File: src/rtl/stream_stage_if.sv
// Valid/ready stream link: the producer drives valid and payload, the consumer drives ready.
interface std_stream_intf #(
    parameter int DATA_W = 8
);
    logic              valid;
    logic [DATA_W-1:0] payload;
    logic              ready;

    modport in  (input  valid, input  payload, output ready);
    modport out (output valid, output payload, input  ready);
endinterface

File: src/rtl/stream_stage.sv
// Chain of STAGES identical stream stages; MODE picks wire tie, forward register or skid buffer.
// Inserted between pipeline blocks to cut valid/payload and/or ready timing paths at full rate.
module stream_stage #(
    parameter int MODE   = 2,
    parameter int STAGES = 1
) (
    input logic         clk,
    input logic         rst,
    std_stream_intf.in  stream_in,
    std_stream_intf.out stream_out
);
    localparam int DATA_W = $bits(stream_in.payload);

    typedef enum logic [1:0] {EMPTY, ONE, FULL} skid_state_e;

    if ($bits(stream_in.payload) != $bits(stream_out.payload)) begin : g_bad_width
        $error("stream_stage: stream_in and stream_out payload widths differ");
    end
    if (MODE < 0 || MODE > 2) begin : g_bad_mode
        $error("stream_stage: MODE must be 0, 1 or 2");
    end
    if (STAGES < 1 || STAGES > 4) begin : g_bad_stages
        $error("stream_stage: STAGES must be in 1..4");
    end

    if (MODE == 0) begin : g_tie
        assign stream_out.valid   = stream_in.valid;
        assign stream_out.payload = stream_in.payload;
        assign stream_in.ready    = stream_out.ready;
    end else begin : g_chain
        // Index k is the link entering stage k; index STAGES is the outgoing link.
        logic [STAGES:0]   vld;
        logic [STAGES:0]   rdy;
        logic [DATA_W-1:0] pl [0:STAGES];

        assign vld[0]             = stream_in.valid;
        assign pl[0]              = stream_in.payload;
        assign stream_in.ready    = rdy[0];
        assign stream_out.valid   = vld[STAGES];
        assign stream_out.payload = pl[STAGES];

        if (MODE == 1) begin : g_fwd_ready
            // Ready ripples combinationally from the sink back through every stage.
            always_comb begin
                rdy[STAGES] = stream_out.ready;
                for (int k = STAGES - 1; k >= 0; k--) begin
                    rdy[k] = !rst && (!vld[k+1] || rdy[k+1]);
                end
            end
        end else begin : g_skid_ready
            assign rdy[STAGES] = stream_out.ready;
        end

        for (genvar k = 0; k < STAGES; k++) begin : g_stage
            if (MODE == 1) begin : g_fwd
                logic              v_q, v_d;
                logic [DATA_W-1:0] d_q, d_d;

                always_comb begin
                    v_d = v_q;
                    d_d = d_q;
                    if (rdy[k]) begin
                        v_d = vld[k];
                        if (vld[k]) d_d = pl[k];
                    end
                end

                always_ff @(posedge clk or posedge rst) begin
                    if (rst) begin
                        v_q <= 1'b0;
                        d_q <= '0;
                    end else begin
                        v_q <= v_d;
                        d_q <= d_d;
                    end
                end

                assign vld[k+1] = v_q;
                assign pl[k+1]  = d_q;
            end else begin : g_skid
                skid_state_e       state_q, state_d;
                logic [DATA_W-1:0] d_q, d_d;
                logic [DATA_W-1:0] s_q, s_d;
                logic              rdy_q;
                logic              xfer_in, xfer_out;

                assign xfer_in  = vld[k] && rdy_q;
                assign xfer_out = (state_q != EMPTY) && rdy[k+1];

                always_comb begin
                    state_d = state_q;
                    d_d     = d_q;
                    s_d     = s_q;
                    case (state_q)
                        EMPTY: begin
                            if (xfer_in) begin
                                d_d     = pl[k];
                                state_d = ONE;
                            end
                        end
                        ONE: begin
                            if (xfer_in && !xfer_out) begin
                                s_d     = pl[k];
                                state_d = FULL;
                            end else if (xfer_in && xfer_out) begin
                                d_d = pl[k];
                            end else if (xfer_out) begin
                                state_d = EMPTY;
                            end
                        end
                        FULL: begin
                            if (xfer_out) begin
                                d_d     = s_q;
                                state_d = ONE;
                            end
                        end
                        default: state_d = EMPTY;
                    endcase
                end

                // Ready is registered from the next state, so it is already low in FULL.
                always_ff @(posedge clk or posedge rst) begin
                    if (rst) begin
                        state_q <= EMPTY;
                        d_q     <= '0;
                        s_q     <= '0;
                        rdy_q   <= 1'b0;
                    end else begin
                        state_q <= state_d;
                        d_q     <= d_d;
                        s_q     <= s_d;
                        rdy_q   <= (state_d != FULL);
                    end
                end

                assign vld[k+1] = (state_q != EMPTY);
                assign pl[k+1]  = d_q;
                assign rdy[k]   = rdy_q;

                a_no_in_when_full : assert property (@(posedge clk) disable iff (rst)
                    !(state_q == FULL && xfer_in));
            end
        end
    end
endmodule

File: src/flat_wrapper.sv
// flat-port wrapper written by rule: the top's interface ports become plain ports
module stream_stage_flat 
#(
    parameter int MODE   = 2,
    parameter int STAGES = 1
)
  (clk, rst, stream_in_valid, stream_in_payload, stream_in_ready, stream_out_valid, stream_out_payload, stream_out_ready);
  std_stream_intf #(.DATA_W(16)) stream_in_i ();
  std_stream_intf #(.DATA_W(16)) stream_out_i ();
  input logic clk;
  input logic rst;
  input wire logic [$bits(stream_in_i.valid)-1:0] stream_in_valid;
  input wire logic [$bits(stream_in_i.payload)-1:0] stream_in_payload;
  output wire logic [$bits(stream_in_i.ready)-1:0] stream_in_ready;
  output wire logic [$bits(stream_out_i.valid)-1:0] stream_out_valid;
  output wire logic [$bits(stream_out_i.payload)-1:0] stream_out_payload;
  input wire logic [$bits(stream_out_i.ready)-1:0] stream_out_ready;
  assign stream_in_i.valid = stream_in_valid;
  assign stream_in_i.payload = stream_in_payload;
  assign stream_in_ready = stream_in_i.ready;
  assign stream_out_valid = stream_out_i.valid;
  assign stream_out_payload = stream_out_i.payload;
  assign stream_out_i.ready = stream_out_ready;
  stream_stage #(.MODE(MODE), .STAGES(STAGES)) u_core (.clk(clk), .rst(rst), .stream_in(stream_in_i), .stream_out(stream_out_i));
endmodule
File: config.mk
export PLATFORM = sky130hd
export DESIGN_NAME = stream_stage_flat
export DESIGN_NICKNAME = d
export VERILOG_FILES = /design/src/rtl/stream_stage_if.sv /design/src/rtl/stream_stage.sv /design/src/flat_wrapper.sv
export SDC_FILE = /design/constraint.sdc
export NUM_CORES = 1
export LEC_CHECK = 0
export CAP_MARGIN = 10
export CORE_ASPECT_RATIO = 0.8
export CORE_MARGIN = 2
export CORE_UTILIZATION = 43
export DETAILED_ROUTE_END_ITERATION = 8
export GPL_TIMING_DRIVEN = 0
export HOLD_SLACK_MARGIN = 0.08
export PLACE_DENSITY = 0.74
export SYNTH_ARGS = -nofsm -noshare
export SYNTH_HDL_FRONTEND = slang
export SYNTH_SLANG_ARGS = --single-unit
export TNS_END_PERCENT = 100
File: constraint.sdc
create_clock -name clk -period 1.56 [get_ports clk]
set_input_delay 0.312 -clock clk [delete_from_list [all_inputs] [get_ports clk]]
set_output_delay 0.312 -clock clk [all_outputs]
set_load 0.02 [all_outputs]
==> reports/results.tsv, run 1 <==
metric	value	unit
sequential fraction of the synthesis area	0.570	
Pleak	0.947	nW
first-pass GRT wire length	5460	microns
Max IR drop VDD	0.950	mV
post-route core utilization	0.626	
Mapped Cells	105	
Clock Sinks	35	
Num CTS Buffers	5	
chip height	57.5	microns
post-route cell area	0.00214	sq mm
Reg2Reg Setup Slack	0.06	ns
Clock Path Buffers	2	
Unique masters post-synth	22	
Placed Instances	185	
Hold Fails Final Rpt	0	
Arrival @ worst endpoint	1.66	ns
headroom to the max-slew limit	0.517	
post-synthesis net count	125	
GRT Total Usage	0.175	
Peak Freq	668	MHz
Core ar.	0.00342	sq mm
most frequent cells in the layout	dfrtp_1 (35), clkdlybuf4s50_1 (17), o32a_1 (16), o21a_1 (16), dlygate4sd2_1 (12)	
IO Pins	38	
# nets final	177	
met2 WL	1630	microns
Starting Density	0.449	
fin cells	200	
Reg clk slew, reported paths	0.07	ns
count of input and output buffers	37	
Chip Width	70.8	microns
DRC	0	
pwr dens	1830	mW/mm^2
dpl hpwl	2310	microns
fin crit period	1.50	ns
vias in the first global route	1171	
routed wl met3	85	microns
initial antenna violation count	0	
share of cells above drive strength 1	0.291	
Slew Viols, Final	0	
H-tree Lvls	2	
Max-cap violations	0	
Tcrit/Tclk final	0.959	
largest net degree at the start of global routing	20	
first drt pass iteration count	4	
multi-input logic area	624	sq um
RSZ-0062 raised after global routing	no	
FILL cells	275	
FF-to-FF Start	u_core.g_chain.g_stage[0].g_skid.state_q[1]	
Clock Skew	0.00206	ns
ANT cells	0	
WL/cell	16.6	microns
FF-to-FF End	u_core.g_chain.g_stage[0].g_skid.s_q[10]	
crit-path max FO	16	
CP endpoint kind	register	
die area	0.00407	sq mm
critical path class	reg2reg	
sequential cell area	876	sq um
outcome	complete, no violations	
Iteration-0 DRC Markers	61	
Rows	19	
Synth Register Bits	35	
CTS root buffer	clkbuf_8	
syn_area_per_cell	14.6	sq um
global placer's final weighted congestion	0.714	
via count	1103	
top sig layer	met4	
Routed Antenna Nets	0	
Critical Path Start	u_core.g_chain.g_stage[0].g_skid.state_q[1]	
Min-Delay Path Class	in2async	
vias per cell	5.52	
worst slew pin tran	0.724	ns
dpl cell area	0.00199	sq mm
Mapped Area	0.00154	sq mm
startpoint types	register	
Final setup viols	0	
CTS tree	done	
critical path required time	1.73	ns
Setup crit end	u_core.g_chain.g_stage[0].g_skid.s_q[10]	
area grow syn2layout	39.4	%
total grt overflow	0	
worst skew pair latency	0.28	ns
commonest non-fill, non-tap cell in the layout	dfrtp_1	
Routed WL	3330	microns
R2R cell count	4	
yosys warns	0	
WL met1	1520	microns
## worst min-delay path by stage
stage	endpoint	slack, ns	cells after the start
4_1_cts	u_core.stream_in.ready	0.48	2
3_3_place_gp	u_core.stream_out.payload[15]	0.47	1
6_report	u_core.stream_out.payload[6]	0.45	2
2_1_floorplan	u_core.g_chain.g_stage[0].g_skid.state_q[1]	0.38	1
5_1_grt	u_core.stream_out.payload[9]	0.51	1
3_5_place_dp	u_core.stream_out.payload[5]	0.48	1
## per-stage QoR
| stage | setup TNS [ns] | setup WS [ns] | power (mW) | hold slack, ns |
|---|---|---|---|---|
| after floorplan | 0 | 0.0472 | 2.64 | 0.378 |
| after global placement | -20.18 | -0.457 | 3.27 | 0.474 |
| after detailed placement | -12.30 | -0.481 | 3.35 | 0.482 |
| after CTS | -0.193 | -0.0264 | 3.94 | 0.478 |
| after global routing | 0 | 0.000945 | 4.14 | 0.507 |
| final | 0 | 0.0639 | 3.92 | 0.450 |
## state kept, by name, indices dropped and copies added, names as in the netlist
| signal | cells |
|---|---|
| u_core.g_chain.g_stage.g_skid.s_q | 16 |
| u_core.stream_in.ready | 1 |
| u_core.stream_out.payload | 16 |
| u_core.g_chain.g_stage.g_skid.state_q | 2 |
## power breakdown
part | switching, mW | leakage, nW | internal [mW] | total [mW]
Clock | 0.312 | 0.0477 | 0.305 | 0.617
Sequential | 0.255 | 0.402 | 1.34 | 1.60
Combinational | 0.764 | 0.498 | 0.939 | 1.70
Total | 1.33 | 0.947 | 2.59 | 3.92
## logic make-up after synthesis
group           count (synthesis)  synth area share
simple gates                    9            0.0407
compound gates                 35             0.195
buf+inv                         8            0.0391
flops                          35             0.570
mux                            18             0.155
## worst max-delay path: stages, from the launching register on
cell and delay, ns:
dfrtp_1 0.42, and3b_1 0.26, and2_4 0.16, buf_8 0.19, mux2_2 0.35
## synth_stat cells
cell | number | area (sq um)
o22ai_1 | 1 | 6.26
nand3b_1 | 1 | 7.51
o32a_1 | 16 | 160
nand3b_2 | 1 | 11.3
nor2_1 | 1 | 3.75
buf_6 | 2 | 22.5
o21ai_2 | 1 | 8.76
inv_1 | 1 | 3.75
and2_4 | 1 | 8.76
nand2_1 | 1 | 3.75
mux2i_1 | 2 | 20.0
mux2_2 | 6 | 67.6
buf_8 | 1 | 15.0
clkbuf_1 | 1 | 3.75
buf_2 | 3 | 15.0
a21oi_1 | 1 | 5.00
dfrtp_1 | 35 | 876
nor2b_1 | 1 | 6.26
mux2_4 | 10 | 150
o21a_1 | 16 | 120
and3b_1 | 1 | 8.76
or2_2 | 2 | 12.5
## routing by layer
layer  global-route usage  up-vias
met1                0.237      562
met5                    0        -
li1                     -      505
met4               0.0889        0
met3               0.0353       10
met2                0.271       26
## layout make-up
type / count / share of cell area
Sequential cell: 35 / 0.409
Multi-Input combinational cell: 62 / 0.291
Timing Repair Buffer: 46 / 0.213
Clock buffer: 5 / 0.0321
Tap cell: 42 / 0.0245
Buffer: 6 / 0.0216
Clock inverter: 3 / 0.00701
Inverter: 1 / 0.00175
## timing repair
item / CTS / global route
endpoints found under the hold margin: 0 / 0
hold buffers: 0 / 0
setup buffers: 3 / 5
setup endpoints to repair: 37 / 27
pin swaps: 2 / 0
gates resized for setup: 21 / 10
Power figures use the tool's default switching activity.
==> inputs of run 2 (changes only) <==
--- a/config.mk
+++ b/config.mk
@@ -12,7 +12,7 @@
 export DETAILED_ROUTE_END_ITERATION = 8
 export GPL_TIMING_DRIVEN = 0
 export HOLD_SLACK_MARGIN = 0.08
-export PLACE_DENSITY = 0.74
+export PLACE_DENSITY = 0.8
 export SYNTH_ARGS = -nofsm -noshare
 export SYNTH_HDL_FRONTEND = slang
 export SYNTH_SLANG_ARGS = --single-unit
==> reports/results.tsv, run 2 (same netlist as run 1, synthesis figures left out) <==
metric	value	unit	change
outcome	complete, no violations		
Tcrit/Tclk final	0.990		+0.0309
Clock Path Buffers	2		unchanged
Sw Ratio	0.339		-0.000907
commonest non-fill, non-tap cell in the layout	dfrtp_1		
H-tree Lvls	2		unchanged
DRC	0		unchanged
Slew Viols, Final	0		unchanged
WL/cell	18.8	microns	+13%
count of input and output buffers	37		unchanged
Arrival @ worst endpoint	1.72	ns	+0.06 ns
Pint	2.69	mW	+4.1%
pwr dens	1820	mW/mm^2	-0.41%
met1 GRT Util	0.247		+0.0100
total grt overflow	0		unchanged
Seq pwr share	0.393		-0.015
Peak Freq	648	MHz	-3.1%
Rows	19		unchanged
Core ar.	0.00342	sq mm	unchanged
CP endpoint kind	register		
headroom to the max-slew limit	0.518		+0.000715
dpl hpwl	2380	microns	+3.0%
die area	0.00407	sq mm	unchanged
initial antenna violation count	0		unchanged
fin crit period	1.54	ns	+0.0481 ns
fin cells	206		+3.0%
global routing usage on met3	0.0424		+0.00707
global placer's final weighted congestion	0.725		+1.5%
ANT cells	0		unchanged
Min Hold Slack	0.443	ns	-0.00682 ns
crit-path max FO	8		-8
Gate power share	0.454		+0.019
share of cells above drive strength 1	0.317		+0.0259
NetSw	1.38	mW	+3.7%
Routed WL	3880	microns	+17%
GRT busiest layer	met2		
clock group share of total power	0.153		-0.004
largest net degree at the start of global routing	20		unchanged
Min-Delay Path Class	in2async		
post-layout total power	4.07	mW	+4.0%
via count	1139		+3.3%
Clock Sinks	35		unchanged
Placed Instances	185		unchanged
Max IR drop VDD	0.976	mV	+2.7%
critical path required time	1.73	ns	about the same
worst skew pair latency	0.28	ns	about the same
Final setup viols	0		unchanged
post-route core utilization	0.653		+0.0274
area grow syn2layout	45.5	%	
grt met2 use	0.316		+0.0454
critical path class	reg2reg		
worst slew pin tran	0.723	ns	-0.00107 ns
# nets final	183		+3.4%
chip height	57.5	microns	unchanged
FILL cells	247		-10%
vias in the first global route	1210		+3.3%
Hold Fails Final Rpt	0		unchanged
CTS root buffer	clkbuf_8		
IO Pins	38		unchanged
Total Neg Setup Slack	0	ns	unchanged
Chip Width	70.8	microns	unchanged
Num CTS Buffers	5		unchanged
startpoint types	register		
CTS tree	done		
Clock Skew	0.00389	ns	+0.00183 ns
first drt pass iteration count	4		unchanged
Starting Density	0.449		unchanged
Iteration-0 DRC Markers	51		-16%
GRT Total Usage	0.193		+0.0172
most frequent cells in the layout	dfrtp_1 (34), clkdlybuf4s50_1 (17), o32a_1 (16), o21a_1 (16), buf_4 (12)		
Routed Antenna Nets	0		unchanged
first-pass GRT wire length	5950	microns	+8.8%
Max-cap violations	0		unchanged
vias per cell	5.53		+0.26%
Reg clk slew, reported paths	0.07	ns	about the same
Pleak	0.996	nW	+5.2%
[run 2: metrics by stage]
step	area, sq um	setup slack, ns
finish	2240	0.0157
global route	2240	-0.0111
CTS	2130	0.000457
detailed placement	1990	-0.480
global placement	1960	-0.435
floorplan	1540	0.0472
[run 2: power groups by stage]
| stage | combinational [mW] | clock [mW] | sequential, mW |
|---|---|---|---|
| final | 1.85 | 0.623 | 1.60 |
| after global routing | 1.96 | 0.680 | 1.65 |
| after CTS | 1.78 | 0.620 | 1.60 |
| after detailed placement | 1.74 | 0 | 1.61 |
| after global placement | 1.68 | 0 | 1.59 |
| after floorplan | 0.818 | 0 | 1.82 |
[run 2: per-layer routing]
| layer | vias to the layer above | share of wire |
|---|---|---|
| li1 | 518 | - |
| met1 | 584 | 0.43 |
| met2 | 29 | 0.51 |
| met3 | 8 | 0.040 |
| met4 | 0 | 0.014 |
| met5 | - | 0 |
[run 2: cell type report]
cell class / instances / area (sq um) / area share
Multi-Input combinational cell: 62 / 626 / 0.280
Buffer: 6 / 53.8 / 0.0241
Inverter: 1 / 3.75 / 0.00168
Sequential cell: 35 / 877 / 0.392
Tap cell: 42 / 52.6 / 0.0235
Timing Repair Buffer: 52 / 542 / 0.242
Clock buffer: 7 / 76.3 / 0.0341
Clock inverter: 1 / 5.00 / 0.00224
[run 2: what timing repair did]
item / CTS / global route
hold buffers: 0 / 0
setup endpoints to repair: 34 / 30
setup buffers: 5 / 8
cloned: 0 / 1
resized for setup: 20 / 13
[run 2: worst paths after layout]
| check | slack, ns | from | endpoint | depth (start not counted) |
|---|---|---|---|---|
| setup / recovery | 0.02 | u_core.g_chain.g_stage[0].g_skid.state_q[0] | u_core.g_chain.g_stage[0].g_skid.s_q[4] | 5 |
| hold / removal | 0.44 | rst | u_core.stream_out.payload[14] | 2 |
| setup reg to reg | 0.02 | u_core.g_chain.g_stage[0].g_skid.state_q[0] | u_core.g_chain.g_stage[0].g_skid.s_q[4] | 5 |
| hold reg to reg | 0.49 | u_core.stream_out.payload[4] | u_core.stream_out.payload[4] | 1 |
| max in group asynchronous | 0.57 | rst | u_core.g_chain.g_stage[0].g_skid.state_q[1] | 3 |
| min in group clk | 0.49 | u_core.stream_out.payload[4] | u_core.stream_out.payload[4] | 1 |
[run 2: worst max-delay path: stages, from the launching register on]
cell       delay (ns)
dfrtp_1          0.40
nor2b_4          0.16
buf_6            0.14
and2_4           0.26
clkbuf_16        0.18
mux2_4           0.29
